<file path="src/rtl/ifetch_seq_pkg.sv">
// ifetch_seq_pkg
// Shared definitions for the Minisys instruction-fetch stage:
//   - fetch_state_e : sequencer state encoding
//   - JTGT_*        : jump-target field position inside the instruction word
//   - *_DEF         : default parameter values for ifetch_seq
package ifetch_seq_pkg;

  typedef enum logic [1:0] {
    ST_IDLE  = 2'd0,
    ST_FETCH = 2'd1,
    ST_EXEC  = 2'd2,
    ST_ERROR = 2'd3
  } fetch_state_e;

  localparam int JTGT_MSB = 25;
  localparam int JTGT_LSB = 0;
  localparam int JTGT_W   = JTGT_MSB - JTGT_LSB + 1;

  localparam logic [31:0] RESET_PC_DEF    = 32'h0000_0000;
  localparam int          IMEM_AW_DEF     = 14;
  localparam int          ACK_TIMEOUT_DEF = 255;

endpackage

</file>
<file path="src/rtl/ifetch_seq_if.sv">
// ifetch_seq_if
// Instruction-memory req/ack port.
//   imem_req   : fetch request (fetch stage -> memory)
//   imem_addr  : word address (fetch stage -> memory)
//   imem_rdata : instruction word (memory -> fetch stage), valid with imem_ack
//   imem_ack   : fetch completes this cycle (memory -> fetch stage)
// Modports: master = fetch stage, slave = memory.
interface ifetch_seq_if
  import ifetch_seq_pkg::*;
#(
  parameter int IMEM_AW = IMEM_AW_DEF
) ();

  logic               imem_req;
  logic [IMEM_AW-1:0] imem_addr;
  logic [31:0]        imem_rdata;
  logic               imem_ack;

  modport master (
    output imem_req,
    output imem_addr,
    input  imem_rdata,
    input  imem_ack
  );

  modport slave (
    input  imem_req,
    input  imem_addr,
    output imem_rdata,
    output imem_ack
  );

endinterface

</file>
<file path="src/rtl/ifetch_next_pc.sv">
// ifetch_next_pc
// Combinational next-PC selection from the execute-stage feedback.
// Priority: jr > j/jal > taken branch > sequential.
//   pc_plus_4   : PC+4 of the instruction in EXEC
//   jtgt        : instruction jump-target field (word address)
//   add_result  : branch target, word address (low 30 bits used)
//   read_data_1 : rs value, jr target (byte address, may be misaligned)
//   zero, branch, nbranch, jmp, jal, jrn : decoded control / ALU flag
//   next_pc     : selected byte address (low bits unmasked)
module ifetch_next_pc
  import ifetch_seq_pkg::*;
(
  input  logic [31:0]       pc_plus_4,
  input  logic [JTGT_W-1:0] jtgt,
  input  logic [29:0]       add_result,
  input  logic [31:0]       read_data_1,
  input  logic              zero,
  input  logic              branch,
  input  logic              nbranch,
  input  logic              jmp,
  input  logic              jal,
  input  logic              jrn,
  output logic [31:0]       next_pc
);

  logic br_taken;

  assign br_taken = (branch & zero) | (nbranch & ~zero);

  always_comb begin
    next_pc = pc_plus_4;
    if (jrn) begin
      next_pc = read_data_1;
    end else if (jmp | jal) begin
      next_pc = {pc_plus_4[31:28], jtgt, 2'b00};
    end else if (br_taken) begin
      next_pc = {add_result, 2'b00};
    end
  end

endmodule

</file>
<file path="src/rtl/ifetch_seq.sv">
// ifetch_seq
// Sequential instruction-fetch stage: holds the PC, fetches one instruction
// per FETCH/EXEC pair over the imem req/ack port and selects the next PC
// from the execute-stage feedback.
//
// Ports:
//   clock, reset (async, active-low)
//   imem          : instruction-memory port (ifetch_seq_if.master)
//   Instruction   : captured instruction word
//   PC_plus_4     : PC+4 of the current instruction
//   inst_valid    : high in EXEC
//   exec_stall    : downstream busy, holds EXEC
//   Add_Result, Zero, Read_data_1, Branch, nBranch, Jmp, Jal, Jrn : next-PC inputs
//   fetch_err     : sticky fault (ack timeout or misaligned jump)
//
// Build option: IFETCH_MISALIGN_CHK_EN
//   defined   -> a misaligned next PC in EXEC moves to ERROR, PC not updated
//   undefined -> next PC low two bits are forced to zero
//
// state    | meaning
// ---------+------------------------------------------------------------
// ST_IDLE  | one cycle after reset, no request
// ST_FETCH | imem_req high, waiting for imem_ack (timeout counting)
// ST_EXEC  | Instruction valid to decode/execute, held while exec_stall
// ST_ERROR | fault, request and valid low, left only by reset
module ifetch_seq
  import ifetch_seq_pkg::*;
#(
  parameter logic [31:0] RESET_PC    = RESET_PC_DEF,
  parameter int          IMEM_AW     = IMEM_AW_DEF,
  parameter int          ACK_TIMEOUT = ACK_TIMEOUT_DEF
) (
  input  logic                clock,
  input  logic                reset,
  ifetch_seq_if.master        imem,
  output logic [31:0]         Instruction,
  output logic [31:0]         PC_plus_4,
  output logic                inst_valid,
  input  logic                exec_stall,
  input  logic [31:0]         Add_Result,
  input  logic                Zero,
  input  logic [31:0]         Read_data_1,
  input  logic                Branch,
  input  logic                nBranch,
  input  logic                Jmp,
  input  logic                Jal,
  input  logic                Jrn,
  output logic                fetch_err
);

  localparam int            TW       = $clog2(ACK_TIMEOUT + 1);
  // Down-counter loaded on FETCH entry; reaching zero without an ack in the
  // same cycle means ACK_TIMEOUT FETCH cycles have gone unanswered.
  localparam logic [TW-1:0] TMO_LOAD = TW'(ACK_TIMEOUT - 1);

  fetch_state_e  state_q, state_d;
  logic [31:0]   pc_q, pc_d;
  logic [31:0]   instr_q, instr_d;
  logic [TW-1:0] tmo_q, tmo_d;

  logic [31:0]   pc_plus_4;
  logic [31:0]   raw_next_pc;
  logic          misalign;

  assign pc_plus_4 = pc_q + 32'd4;

  ifetch_next_pc u_next_pc (
    .pc_plus_4   (pc_plus_4),
    .jtgt        (instr_q[JTGT_MSB:JTGT_LSB]),
    .add_result  (Add_Result[29:0]),
    .read_data_1 (Read_data_1),
    .zero        (Zero),
    .branch      (Branch),
    .nbranch     (nBranch),
    .jmp         (Jmp),
    .jal         (Jal),
    .jrn         (Jrn),
    .next_pc     (raw_next_pc)
  );

`ifdef IFETCH_MISALIGN_CHK_EN
  assign misalign = |raw_next_pc[1:0];
`else
  assign misalign = 1'b0;
`endif

  always_comb begin
    state_d = state_q;
    pc_d    = pc_q;
    instr_d = instr_q;
    tmo_d   = tmo_q;
    case (state_q)
      ST_IDLE: begin
        state_d = ST_FETCH;
        tmo_d   = TMO_LOAD;
      end
      ST_FETCH: begin
        if (imem.imem_ack) begin
          instr_d = imem.imem_rdata;
          state_d = ST_EXEC;
        end else if (tmo_q == '0) begin
          state_d = ST_ERROR;
        end else begin
          tmo_d = tmo_q - TW'(1);
        end
      end
      ST_EXEC: begin
        if (!exec_stall) begin
          if (misalign) begin
            state_d = ST_ERROR;
          end else begin
            // Only jr can produce low bits; without the check they are dropped.
            pc_d    = raw_next_pc & ~32'h3;
            state_d = ST_FETCH;
            tmo_d   = TMO_LOAD;
          end
        end
      end
      ST_ERROR: begin
        state_d = ST_ERROR;
      end
      default: begin
        state_d = ST_IDLE;
      end
    endcase
  end

  always_ff @(posedge clock or negedge reset) begin
    if (!reset) begin
      state_q <= ST_IDLE;
      pc_q    <= RESET_PC;
      instr_q <= 32'h0;
      tmo_q   <= TMO_LOAD;
    end else begin
      state_q <= state_d;
      pc_q    <= pc_d;
      instr_q <= instr_d;
      tmo_q   <= tmo_d;
    end
  end

  // All outputs decode registered state only; the async reset drops imem_req
  // immediately, so an ack arriving afterwards meets IDLE and is ignored.
  assign imem.imem_req  = (state_q == ST_FETCH);
  assign imem.imem_addr = pc_q[IMEM_AW+1:2];
  assign inst_valid     = (state_q == ST_EXEC);
  assign fetch_err      = (state_q == ST_ERROR);
  assign Instruction    = instr_q;
  assign PC_plus_4      = pc_plus_4;

endmodule

</file>
<file path="src/flat_wrapper.sv">
// flat-port wrapper written by rule: the top's interface ports become plain ports
module ifetch_seq_flat import ifetch_seq_pkg::*;
#(
  parameter logic [31:0] RESET_PC    = RESET_PC_DEF,
  parameter int          IMEM_AW     = IMEM_AW_DEF,
  parameter int          ACK_TIMEOUT = ACK_TIMEOUT_DEF
)
  (clock, reset, Instruction, PC_plus_4, inst_valid, exec_stall, Add_Result, Zero, Read_data_1, Branch, nBranch, Jmp, Jal, Jrn, fetch_err, imem_imem_req, imem_imem_addr, imem_imem_rdata, imem_imem_ack);
  ifetch_seq_if #(.IMEM_AW(IMEM_AW)) imem_i ();
  input  logic clock;
  input  logic reset;
  output logic [31:0] Instruction;
  output logic [31:0] PC_plus_4;
  output logic inst_valid;
  input  logic exec_stall;
  input  logic [31:0] Add_Result;
  input  logic Zero;
  input  logic [31:0] Read_data_1;
  input  logic Branch;
  input  logic nBranch;
  input  logic Jmp;
  input  logic Jal;
  input  logic Jrn;
  output logic fetch_err;
  output wire logic [$bits(imem_i.imem_req)-1:0] imem_imem_req;
  output wire logic [$bits(imem_i.imem_addr)-1:0] imem_imem_addr;
  input wire logic [$bits(imem_i.imem_rdata)-1:0] imem_imem_rdata;
  input wire logic [$bits(imem_i.imem_ack)-1:0] imem_imem_ack;
  assign imem_imem_req = imem_i.imem_req;
  assign imem_imem_addr = imem_i.imem_addr;
  assign imem_i.imem_rdata = imem_imem_rdata;
  assign imem_i.imem_ack = imem_imem_ack;
  ifetch_seq #(.RESET_PC(RESET_PC), .IMEM_AW(IMEM_AW), .ACK_TIMEOUT(ACK_TIMEOUT)) u_core (.clock(clock), .reset(reset), .imem(imem_i), .Instruction(Instruction), .PC_plus_4(PC_plus_4), .inst_valid(inst_valid), .exec_stall(exec_stall), .Add_Result(Add_Result), .Zero(Zero), .Read_data_1(Read_data_1), .Branch(Branch), .nBranch(nBranch), .Jmp(Jmp), .Jal(Jal), .Jrn(Jrn), .fetch_err(fetch_err));
endmodule
</file>
<file path="config.mk">
export PLATFORM = sky130hd
export DESIGN_NAME = ifetch_seq_flat
export DESIGN_NICKNAME = d
export VERILOG_FILES = /design/src/rtl/ifetch_seq_pkg.sv /design/src/rtl/ifetch_seq_if.sv /design/src/rtl/ifetch_next_pc.sv /design/src/rtl/ifetch_seq.sv /design/src/flat_wrapper.sv
export SDC_FILE = /design/constraint.sdc
export NUM_CORES = 1
export LEC_CHECK = 0
export ABC_CLOCK_PERIOD_IN_PS = 2500
export CAP_MARGIN = 10
export CORE_ASPECT_RATIO = 1.75
export CORE_MARGIN = 2
export CORE_UTILIZATION = 44
export DETAILED_ROUTE_END_ITERATION = 8
export PLACE_DENSITY = 0.8
export SLEW_MARGIN = 10
export SYNTH_ARGS = -nofsm -noshare
export SYNTH_HDL_FRONTEND = slang
export SYNTH_HIERARCHICAL = 1
export SYNTH_SLANG_ARGS = --single-unit
</file>
<file path="constraint.sdc">
create_clock -name clock -period 2.5 [get_ports clock]
set_clock_uncertainty 0.1 [all_clocks]
set_input_delay 0.5 -clock clock [delete_from_list [all_inputs] [get_ports clock]]
set_output_delay 0.5 -clock clock [all_outputs]
set_load 0.01 [all_outputs]
</file>
==> impl_metrics.env <==
export IMPL_vias_per_cell=5.50
export IMPL_first_pass_grt_wire_length_um=22400
export IMPL_die_area_mm2=0.0113
export IMPL_status="finished, violations left"
export IMPL_antenna_found_initial=0
export IMPL_power_ir_vdd_worst_v=0.000401
export IMPL_max_clock_freq_ghz=0.372
export IMPL_yosys_warn_count=6
export IMPL_start_util=0.449
export IMPL_global_route_usage_total=0.261
export IMPL_areaGrowthSynthToFinish_pct=61.6
export IMPL_cts_tree="done"
export IMPL_timing_final_crit_period_ps=2690
export IMPL_share_of_post_route_cells_with_drive_strength_above_1=0.373
export IMPL_cts_max_level=3
export IMPL_insertedDiodeCount=0
export IMPL_tritoncts_num_buffers=9
export IMPL_timing_critical_path_arrival_ps=2090
export IMPL_finalCritPeriodShare=1.08
export IMPL_rsz0062_at_grt="yes"
export IMPL_finalHoldViolCount=0
export IMPL_post_synth_instance_area_mm2=0.00457
export IMPL_cellLeakagePower_nw=3.38
export IMPL_power_per_cell_area_mw_per_mm2=388
export IMPL_worst_path_setup_slack_after_routing_ps=-188
export IMPL_fill_cells=745
export IMPL_hp_class="input pin to async pin"
export IMPL_die_height_um=139
export IMPL_crit_type="flip-flop to output port"
export IMPL_cts_hold_buffers=0
export IMPL_route_final_wire_length_um=14800
export IMPL_path_max_fanout=5
export IMPL_cts_root_to_sink_buffers=2
export IMPL_chipWidth_um=81.0
export IMPL_port_buffers=180
export IMPL_syn_avg_cell_area_um2=10.7
export IMPL_required_ps=1900
export IMPL_setup_viol_count_final=16
export IMPL_layout_cells_most_common="sky130_fd_sc_hd__clkdlybuf4s50_1"
export IMPL_report_final_slew_viol_count=0
export IMPL_ff2ff_path_depth=11
export IMPL_total_power_mw=2.87
export IMPL_detailed_place_hpwl_um=10400
export IMPL_place_gp_congestion=0.821
export IMPL_io_pins=187
export IMPL_detailedRoute_firstPassIterationCount=5
export IMPL_placed_cell_area_mm2=0.00673
export IMPL_net_total_in_the_final_layout=759
export IMPL_num_vias=4299
export IMPL_core_area_mm2=0.0102
export IMPL_clock_sinks=72
export IMPL_route_detailed_drc=0
export IMPL_grt_ovfl_total=0
export IMPL_insertion_delay_ps=330
export IMPL_clockRootBuffer="sky130_fd_sc_hd__clkbuf_16"
export IMPL_commonest_non_fill_non_tap_cells_in_the_layout="sky130_fd_sc_hd__clkdlybuf4s50_1, sky130_fd_sc_hd__dfrtp_1, sky130_fd_sc_hd__nand2_1"
export IMPL_synthCells=429
export IMPL_violations="negative setup slack"
export IMPL_drv_max_cap_violation_count=0
export IMPL_drt_initial_drc_count=188
export IMPL_fin_hold_ws_ps=80.5
export IMPL_wl_per_cell_um=18.9
export IMPL_cts_clk_slew_worst_paths_ps=60
export IMPL_grt_max_degree=73
export IMPL_worstSetupStartpointType="flip-flop"
export IMPL_multi_input_area_mm2=0.00278
export IMPL_vias_in_the_first_global_route=4483
export IMPL_fin_area_mm2=0.00739
export IMPL_drt_antenna_violating_nets=0
export IMPL_end_kind="output port"
export IMPL_placementRows=49
export IMPL_final_seq_area_mm2=0.00181
==> per-layer routing <==
metal	wire (um)	track usage	vias to the layer above	share of wire
met3	838	0.0632	29	0.057
met4	384	0.121	0	0.026
met2	8370	0.475	156	0.57
li1	-	-	1977	-
met1	5150	0.269	2137	0.35
met5	0	0	-	0
==> registers in the layout, summed over array words and instances (netlist names) <==
name,count
u_core/state_q,2
u_core/tmo_q,8
u_core/Instruction,32
u_core/pc_q,30
==> repair_timing <==
action | 4_1_cts | 5_1_grt
pin swaps | 26 | 17
endpoints found under the setup margin | 26 | 26
gates resized for setup | 145 | 23
buffers inserted | 9 | 8
cloned | 2 | 0
==> through the flow <==
| stage | instances | utilization | setup WS [ps] | setup TNS [ps] |
|---|---|---|---|---|
| 4_1_cts | 776 | 0.713 | -269 | -3130 |
| 6_report | 782 | 0.726 | -188 | -1660 |
| 3_5_place_dp | 750 | 0.661 | -205 | -2550 |
| 3_3_place_gp | 750 | 0.661 | -177 | -2210 |
| 5_1_grt | 782 | 0.726 | -286 | -3760 |
| 2_1_floorplan | 430 | - | 181 | 0 |
==> area by class of cell <==
cell class / instances / share of cell area
Inverter: 8 / 0.00406
Clock inverter: 4 / 0.00694
Tap cell: 127 / 0.0215
Sequential cell: 72 / 0.245
Timing Repair Buffer: 249 / 0.310
Multi-Input combinational cell: 310 / 0.376
Clock buffer: 12 / 0.0361
==> worst max-delay path: stages, from the launching register on <==
cell and delay, ps:
sky130_fd_sc_hd__dfrtp_1 400, sky130_fd_sc_hd__ha_2 240, sky130_fd_sc_hd__nand3_4 100, sky130_fd_sc_hd__nor4_4 180, sky130_fd_sc_hd__buf_4 210, sky130_fd_sc_hd__buf_6 100
sky130_fd_sc_hd__nand4_1 140, sky130_fd_sc_hd__xnor2_2 220, sky130_fd_sc_hd__buf_2 170
==> power by group <==
part | internal [mW] | switching [mW] | total [mW]
Combinational | 0.214 | 0.149 | 0.363
Clock | 0.854 | 0.485 | 1.34
Sequential | 1.17 | 0 | 1.17
Total | 2.23 | 0.635 | 2.87
==> path summary, 6_finish.rpt <==
| kind | startpoint | end | slack (ps) |
|---|---|---|---|
| max | u_core/pc_q[3]$_DFFE_PN0P_ | PC_plus_4[30] | -190 |
| min in group clock | u_core/Instruction[26]$_DFFE_PN0N_ | u_core/Instruction[26]$_DFFE_PN0N_ | 400 |
| min | reset | u_core/Instruction[11]$_DFFE_PN0N_ | 80 |
| min reg2reg | u_core/Instruction[26]$_DFFE_PN0N_ | u_core/Instruction[26]$_DFFE_PN0N_ | 400 |
| max reg2reg | u_core/pc_q[3]$_DFFE_PN0P_ | u_core/pc_q[24]$_DFFE_PN0P_ | 90 |
| max in group asynchronous | reset | u_core/tmo_q[3]$_DFFE_PN1P_ | 1900 |
(Power assumes the default switching activity.)
